`config.mk`:
```
export PLATFORM = sky130hd
export DESIGN_NAME = seq_divider_flat
export DESIGN_NICKNAME = d
export VERILOG_FILES = /design/src/rtl/seq_divider_if.sv /design/src/rtl/seq_divider.sv /design/src/flat_wrapper.sv
export SDC_FILE = /design/constraint.sdc
export NUM_CORES = 1
export LEC_CHECK = 0
export BUFFER_PORTS_ARGS = -buffer_cell sky130_fd_sc_hd__buf_2
export CORE_ASPECT_RATIO = 0.8
export CORE_UTILIZATION = 44
export DETAILED_ROUTE_END_ITERATION = 8
export GPL_TIMING_DRIVEN = 0
export PLACE_DENSITY_LB_ADDON = 0.08
export REMOVE_ABC_BUFFERS = 1
export SYNTH_ARGS = -nofsm -noshare
export SYNTH_HDL_FRONTEND = slang
export SYNTH_SLANG_ARGS = --single-unit
```
`constraint.sdc`:
```
create_clock -name clk -period 11.81 [get_ports clk]
set_input_delay 0.5905 -clock clk [delete_from_list [all_inputs] [get_ports clk]]
set_output_delay 0.5905 -clock clk [all_outputs]
set_load 0.03 [all_outputs]
```
`src/rtl/seq_divider_if.sv`:
```
// Request/response bundle between the execute stage and the sequential divider.
interface seq_divider_if #(parameter int XLEN = 32);
  logic            start;
  logic            is_signed;
  logic            is_rem;
  logic [XLEN-1:0] dividend;
  logic [XLEN-1:0] divisor;
  logic            busy;
  logic            done;
  logic [XLEN-1:0] result;

  modport master (output start, is_signed, is_rem, dividend, divisor,
                  input  busy, done, result);
  modport slave  (input  start, is_signed, is_rem, dividend, divisor,
                  output busy, done, result);
endinterface

```
`src/rtl/seq_divider.sv`:
```
// Multi-cycle restoring divider for DIV/DIVU/REM/REMU, one quotient bit per cycle.
// Signed operation is built only when DIV_SIGNED_EN is defined; otherwise all ops are unsigned.
module seq_divider #(
  parameter int XLEN = 32
) (
  input  logic          clk,
  input  logic          rst,
  seq_divider_if.slave  bus
);
  localparam int CW = $clog2(XLEN);

  typedef enum logic [1:0] {IDLE, CALC, FINISH} state_t;

  state_t          state_q, state_d;
  logic [XLEN:0]   rem_q, rem_d;
  logic [XLEN-1:0] quo_q, quo_d;
  logic [XLEN-1:0] dvs_q, dvs_d;
  logic [CW-1:0]   cnt_q, cnt_d;
  logic            is_rem_q, is_rem_d;
  logic            qneg_q, qneg_d;
  logic            rneg_q, rneg_d;
  logic [XLEN-1:0] result_q, result_d;
  logic            done_q, done_d;

  logic            a_neg, b_neg;
  logic [XLEN-1:0] a_mag, b_mag;
  logic [XLEN-1:0] q_out, r_out;

`ifdef DIV_SIGNED_EN
  // -2^31 negates to itself, which is the correct magnitude read unsigned
  assign a_neg = bus.is_signed & bus.dividend[XLEN-1];
  assign b_neg = bus.is_signed & bus.divisor[XLEN-1];
  assign a_mag = a_neg ? -bus.dividend : bus.dividend;
  assign b_mag = b_neg ? -bus.divisor  : bus.divisor;
  assign q_out = qneg_q ? -quo_q : quo_q;
  assign r_out = rneg_q ? -rem_q[XLEN-1:0] : rem_q[XLEN-1:0];
  logic unused_bits;
  assign unused_bits = rem_q[XLEN];
`else
  assign a_neg = 1'b0;
  assign b_neg = 1'b0;
  assign a_mag = bus.dividend;
  assign b_mag = bus.divisor;
  assign q_out = quo_q;
  assign r_out = rem_q[XLEN-1:0];
  logic unused_bits;
  assign unused_bits = rem_q[XLEN] ^ bus.is_signed ^ qneg_q ^ rneg_q;
`endif

  logic [XLEN:0]   rem_sh;
  logic [XLEN+1:0] trial;

  always_comb begin
    state_d  = state_q;
    rem_d    = rem_q;
    quo_d    = quo_q;
    dvs_d    = dvs_q;
    cnt_d    = cnt_q;
    is_rem_d = is_rem_q;
    qneg_d   = qneg_q;
    rneg_d   = rneg_q;
    result_d = result_q;
    done_d   = 1'b0;
    rem_sh   = {rem_q[XLEN-1:0], quo_q[XLEN-1]};
    trial    = {1'b0, rem_sh} - {2'b00, dvs_q};

    case (state_q)
      IDLE: begin
        if (bus.start) begin
          is_rem_d = bus.is_rem;
          cnt_d    = '0;
          dvs_d    = b_mag;
          if (bus.divisor == '0) begin
            // Divide by zero: results are architecturally fixed, no sign fix-up
            quo_d   = '1;
            rem_d   = {1'b0, bus.dividend};
            qneg_d  = 1'b0;
            rneg_d  = 1'b0;
            state_d = FINISH;
          end else begin
            quo_d   = a_mag;
            rem_d   = '0;
            qneg_d  = a_neg ^ b_neg;
            rneg_d  = a_neg;
            state_d = CALC;
          end
        end
      end
      CALC: begin
        if (!trial[XLEN+1]) begin
          rem_d = trial[XLEN:0];
          quo_d = {quo_q[XLEN-2:0], 1'b1};
        end else begin
          rem_d = rem_sh;
          quo_d = {quo_q[XLEN-2:0], 1'b0};
        end
        cnt_d = cnt_q + 1'b1;
        if (cnt_q == CW'(XLEN-1)) state_d = FINISH;
      end
      FINISH: begin
        result_d = is_rem_q ? r_out : q_out;
        done_d   = 1'b1;
        state_d  = IDLE;
      end
      default: state_d = IDLE;
    endcase
  end

  always_ff @(posedge clk or posedge rst) begin
    if (rst) begin
      state_q  <= IDLE;
      rem_q    <= '0;
      quo_q    <= '0;
      dvs_q    <= '0;
      cnt_q    <= '0;
      is_rem_q <= 1'b0;
      qneg_q   <= 1'b0;
      rneg_q   <= 1'b0;
      result_q <= '0;
      done_q   <= 1'b0;
    end else begin
      state_q  <= state_d;
      rem_q    <= rem_d;
      quo_q    <= quo_d;
      dvs_q    <= dvs_d;
      cnt_q    <= cnt_d;
      is_rem_q <= is_rem_d;
      qneg_q   <= qneg_d;
      rneg_q   <= rneg_d;
      result_q <= result_d;
      done_q   <= done_d;
    end
  end

  assign bus.busy   = (state_q != IDLE);
  assign bus.done   = done_q;
  assign bus.result = result_q;
endmodule

```
`src/flat_wrapper.sv`:
```
// flat-port wrapper written by rule: the top's interface ports become plain ports
module seq_divider_flat 
#(
  parameter int XLEN = 32
)
  (clk, rst, bus_start, bus_is_signed, bus_is_rem, bus_dividend, bus_divisor, bus_busy, bus_done, bus_result);
  seq_divider_if #(.XLEN(XLEN)) bus_i ();
  input  logic clk;
  input  logic rst;
  input wire logic [$bits(bus_i.start)-1:0] bus_start;
  input wire logic [$bits(bus_i.is_signed)-1:0] bus_is_signed;
  input wire logic [$bits(bus_i.is_rem)-1:0] bus_is_rem;
  input wire logic [$bits(bus_i.dividend)-1:0] bus_dividend;
  input wire logic [$bits(bus_i.divisor)-1:0] bus_divisor;
  output wire logic [$bits(bus_i.busy)-1:0] bus_busy;
  output wire logic [$bits(bus_i.done)-1:0] bus_done;
  output wire logic [$bits(bus_i.result)-1:0] bus_result;
  assign bus_i.start = bus_start;
  assign bus_i.is_signed = bus_is_signed;
  assign bus_i.is_rem = bus_is_rem;
  assign bus_i.dividend = bus_dividend;
  assign bus_i.divisor = bus_divisor;
  assign bus_busy = bus_i.busy;
  assign bus_done = bus_i.done;
  assign bus_result = bus_i.result;
  seq_divider #(.XLEN(XLEN)) u_core (.clk(clk), .rst(rst), .bus(bus_i));
endmodule
```
==> results.sh <==
export IMPL_outcome="complete, but fails checks"
export IMPL_violations="design-rule violations"
export IMPL_synth_top_flop_cell="dfrtp_1"
export IMPL_top_usage_layer="met1"
export IMPL_cts_resized=0
export IMPL_required_ps=12120
export IMPL_ys_types=56
export IMPL_p_per_area_nw_per_um2=382
export IMPL_met3_usage_pct=4.34
export IMPL_track_usage_pct=24.2
export IMPL_rows=43
export IMPL_synth_edf_count=0
export IMPL_drcViolationCount=5
export IMPL_cts_sinks=137
export IMPL_worst_r2r_path_depth=11
export IMPL_crit_arrival_ps=4370
export IMPL_post_cts_buffers=0
export IMPL_tightest_slew_ps=1020
export IMPL_clock_fmax_ghz=0.247
export IMPL_dp_hpwl_um=14900
export IMPL_cap_violations=0
export IMPL_wire_per_inst_um=17.5
export IMPL_drtIter0Drc=431
export IMPL_cts_htree_levels=4
export IMPL_grt_first_pass_wirelength_um=35000
export IMPL_dieHeight_um=122
export IMPL_synth_top_area_share_pct=42.9
export IMPL_gp_congestion=0.845
export IMPL_finalSetupViolations=0
export IMPL_syn_inst=901
export IMPL_antenna_left=0
export IMPL_grt_overflow_total=0
export IMPL_yosys_area_top_type="dfrtp_1"
export IMPL_grt_max_degree=82
export IMPL_worst_setup_path_end_kind="flip-flop"
export IMPL_vias=6736
export IMPL_worst_ir_drop_vdd_mv=0.149
export IMPL_root_buffer="clkbuf_16"
export IMPL_clk_path_buf_depth=2
export IMPL_met2_usage_pct=35.1
export IMPL_synthTopCellsByArea="dfrtp_1 43%, nand2_1 5.4%, ha_1 5.3%"
export IMPL_fin_crit_ps=4050
export IMPL_maxSlewHeadroom_pct=31.9
export IMPL_finalHoldViolCount=0
export IMPL_synth_warnings=0
export IMPL_grtUsageMet1_pct=36.6
export IMPL_grt_pass1_vias=6514
export IMPL_r2r_end="u_core.rem_q[19]"
export IMPL_numCtsBuffers=17
export IMPL_yosys_top_cells_count="137 x dfrtp_1, 114 x nand2_1, 112 x nor2_1, 83 x o21ai_0, 44 x inv_1"
export IMPL_path_clk_slew_ps=60
export IMPL_p_leak_uw=0.00434
export IMPL_postSynth_asyncResetShare_pct=100
export IMPL_insertion_delay_ps=440
export IMPL_syn_area_per_cell_um2=8.86
export IMPL_yosysMostFrequentCell="dfrtp_1"
export IMPL_place_area_um2=8820
export IMPL_seq_area_frac_synth_pct=42.9
export IMPL_fin_skew_ps=12.5
export IMPL_reg2reg_from="u_core.rem_q[0]"
export IMPL_cts_tree="built"
export IMPL_io_pins=103
export IMPL_critPathKind="reg -> reg"
export IMPL_final_nets=1082
export IMPL_die_area_um2=18700
export IMPL_antenna_found_initial=0
export IMPL_routed_via_density=5.54
export IMPL_start_util_pct=45.5
export IMPL_drt_total_wl_um=21200
export IMPL_ys_ff_latch=137
export IMPL_rsz0062_at_grt="false"
export IMPL_io_buffers=101
export IMPL_nFillCells=1640
export IMPL_cts_hold_buf=0
export IMPL_post_route_period_util_pct=34.3
export IMPL_antenna_cells=0
export IMPL_worst_slack_ps=7760
export IMPL_r2r_slack_ps=7760
export IMPL_layout_drive_gt1_share_pct=18.4
export IMPL_hold_path_class="in -> async"
export IMPL_slew_violations=0
export IMPL_tns_ps=0
export IMPL_startpoint_type="flip-flop"
export IMPL_fin_area_um2=9440
export IMPL_syn2layout_area_growth_pct=18.2
export IMPL_firstDrtPassIters=7
export IMPL_crit_fanout=14
export IMPL_coreArea_um2=17500
export IMPL_dp_slack_ps=7770
export IMPL_synthesis_area_um2=7980
export IMPL_die_x_um=153
stage by stage:
stage          std cells  hold slack (ps)  power (µW)  util [%]
6_report            1216              207        3600      53.8
5_1_grt             1216              255        3930      53.8
4_1_cts             1216              233        3610      53.8
3_5_place_dp        1184              465        3020      50.3
3_3_place_gp        1172              459        2970      48.6
2_1_floorplan        846              465        2500         -
cell usage in the layout, fill, tap and decap left out, drive strengths merged, types with 3 or more instances in the layout:
master	n
o211ai	3
nand4	7
a221oi	20
xor2	13
o21a	4
o31ai	22
xnor2	18
clkinv	8
ha	34
bufinv	4
or2	6
dfrtp	137
o22ai	20
nor2b	4
o21bai	3
nor3	22
a31oi	8
mux2	18
nor2	112
and2	4
a21oi	43
nand3	13
o21ai	83
mux2i	39
a21o	15
buf	113
clkbuf	20
inv	44
nand2	114
nor4	9
nand2b	4
logic make-up (layout without fill, tap and decap cells):
family	count (synthesis)	after routing	synth area share, %
AOI/OAI and AO/OA	242	242	19.6
DFF	137	137	42.9
adders and majority gates	35	35	5.58
and+or+nand+nor	300	300	15.9
xor gates and xnor gates	31	31	3.40
muxes	57	57	7.43
buffers and inverters	99	189	5.14
worst max path at each step:
stage,from,endpoint,slack (ps),depth (start not counted)
2_1_floorplan,bus_start,u_core.q_out[19],7140,6
3_5_place_dp,u_core.rem_q[0],u_core.rem_q[4],7770,11
4_1_cts,u_core.rem_q[0],u_core.rem_q[4],7720,11
3_3_place_gp,u_core.state_q[0],u_core.state_q[0],2520,4
5_1_grt,u_core.rem_q[0],u_core.rem_q[19],7530,11
6_report,u_core.rem_q[0],u_core.rem_q[19],7760,11
per-layer routing:
| layer | share of wire [%] | wire length (µm) |
|---|---|---|
| met5 | 0 | 0 |
| met4 | 1.1 | 238 |
| met3 | 4.9 | 1040 |
| met2 | 41 | 8720 |
| met1 | 53 | 11200 |
sequential cells by signal, summed over array words and instances (netlist names):
name and flops:
u_core.dvs_q 32, u_core.bus.done 1, u_core.bus.result 32, u_core.state_q 2, u_core.is_rem_q 1, u_core.cnt_q 5
u_core.q_out 32, u_core.rem_q 32
layout make-up:
cell class,count,area [µm²],area share [%]
inverters,44,170,1.80
flip-flops and latches,137,3430,36.3
repair buffers,113,756,8.01
well taps,225,282,2.98
multi-input cells,665,4190,44.4
clock buffers,20,437,4.63
clock inverters,12,175,1.86
power breakdown:
part	internal [µW]	switching (µW)
logic	965	1190
clock network	353	214
registers	710	175
worst max-delay path, stage by stage (launching register included):
cell and delay [ps]:
dfrtp_1 430, ha_1 290, nor2b_1 170, o2111ai_1 180, a31oi_2 320, a31oi_2 230
o311a_4 430, o41ai_4 930, buf_8 250, mux2_2 360, a221oi_1 290, nor2_1 70
(Power assumes the default switching activity.)
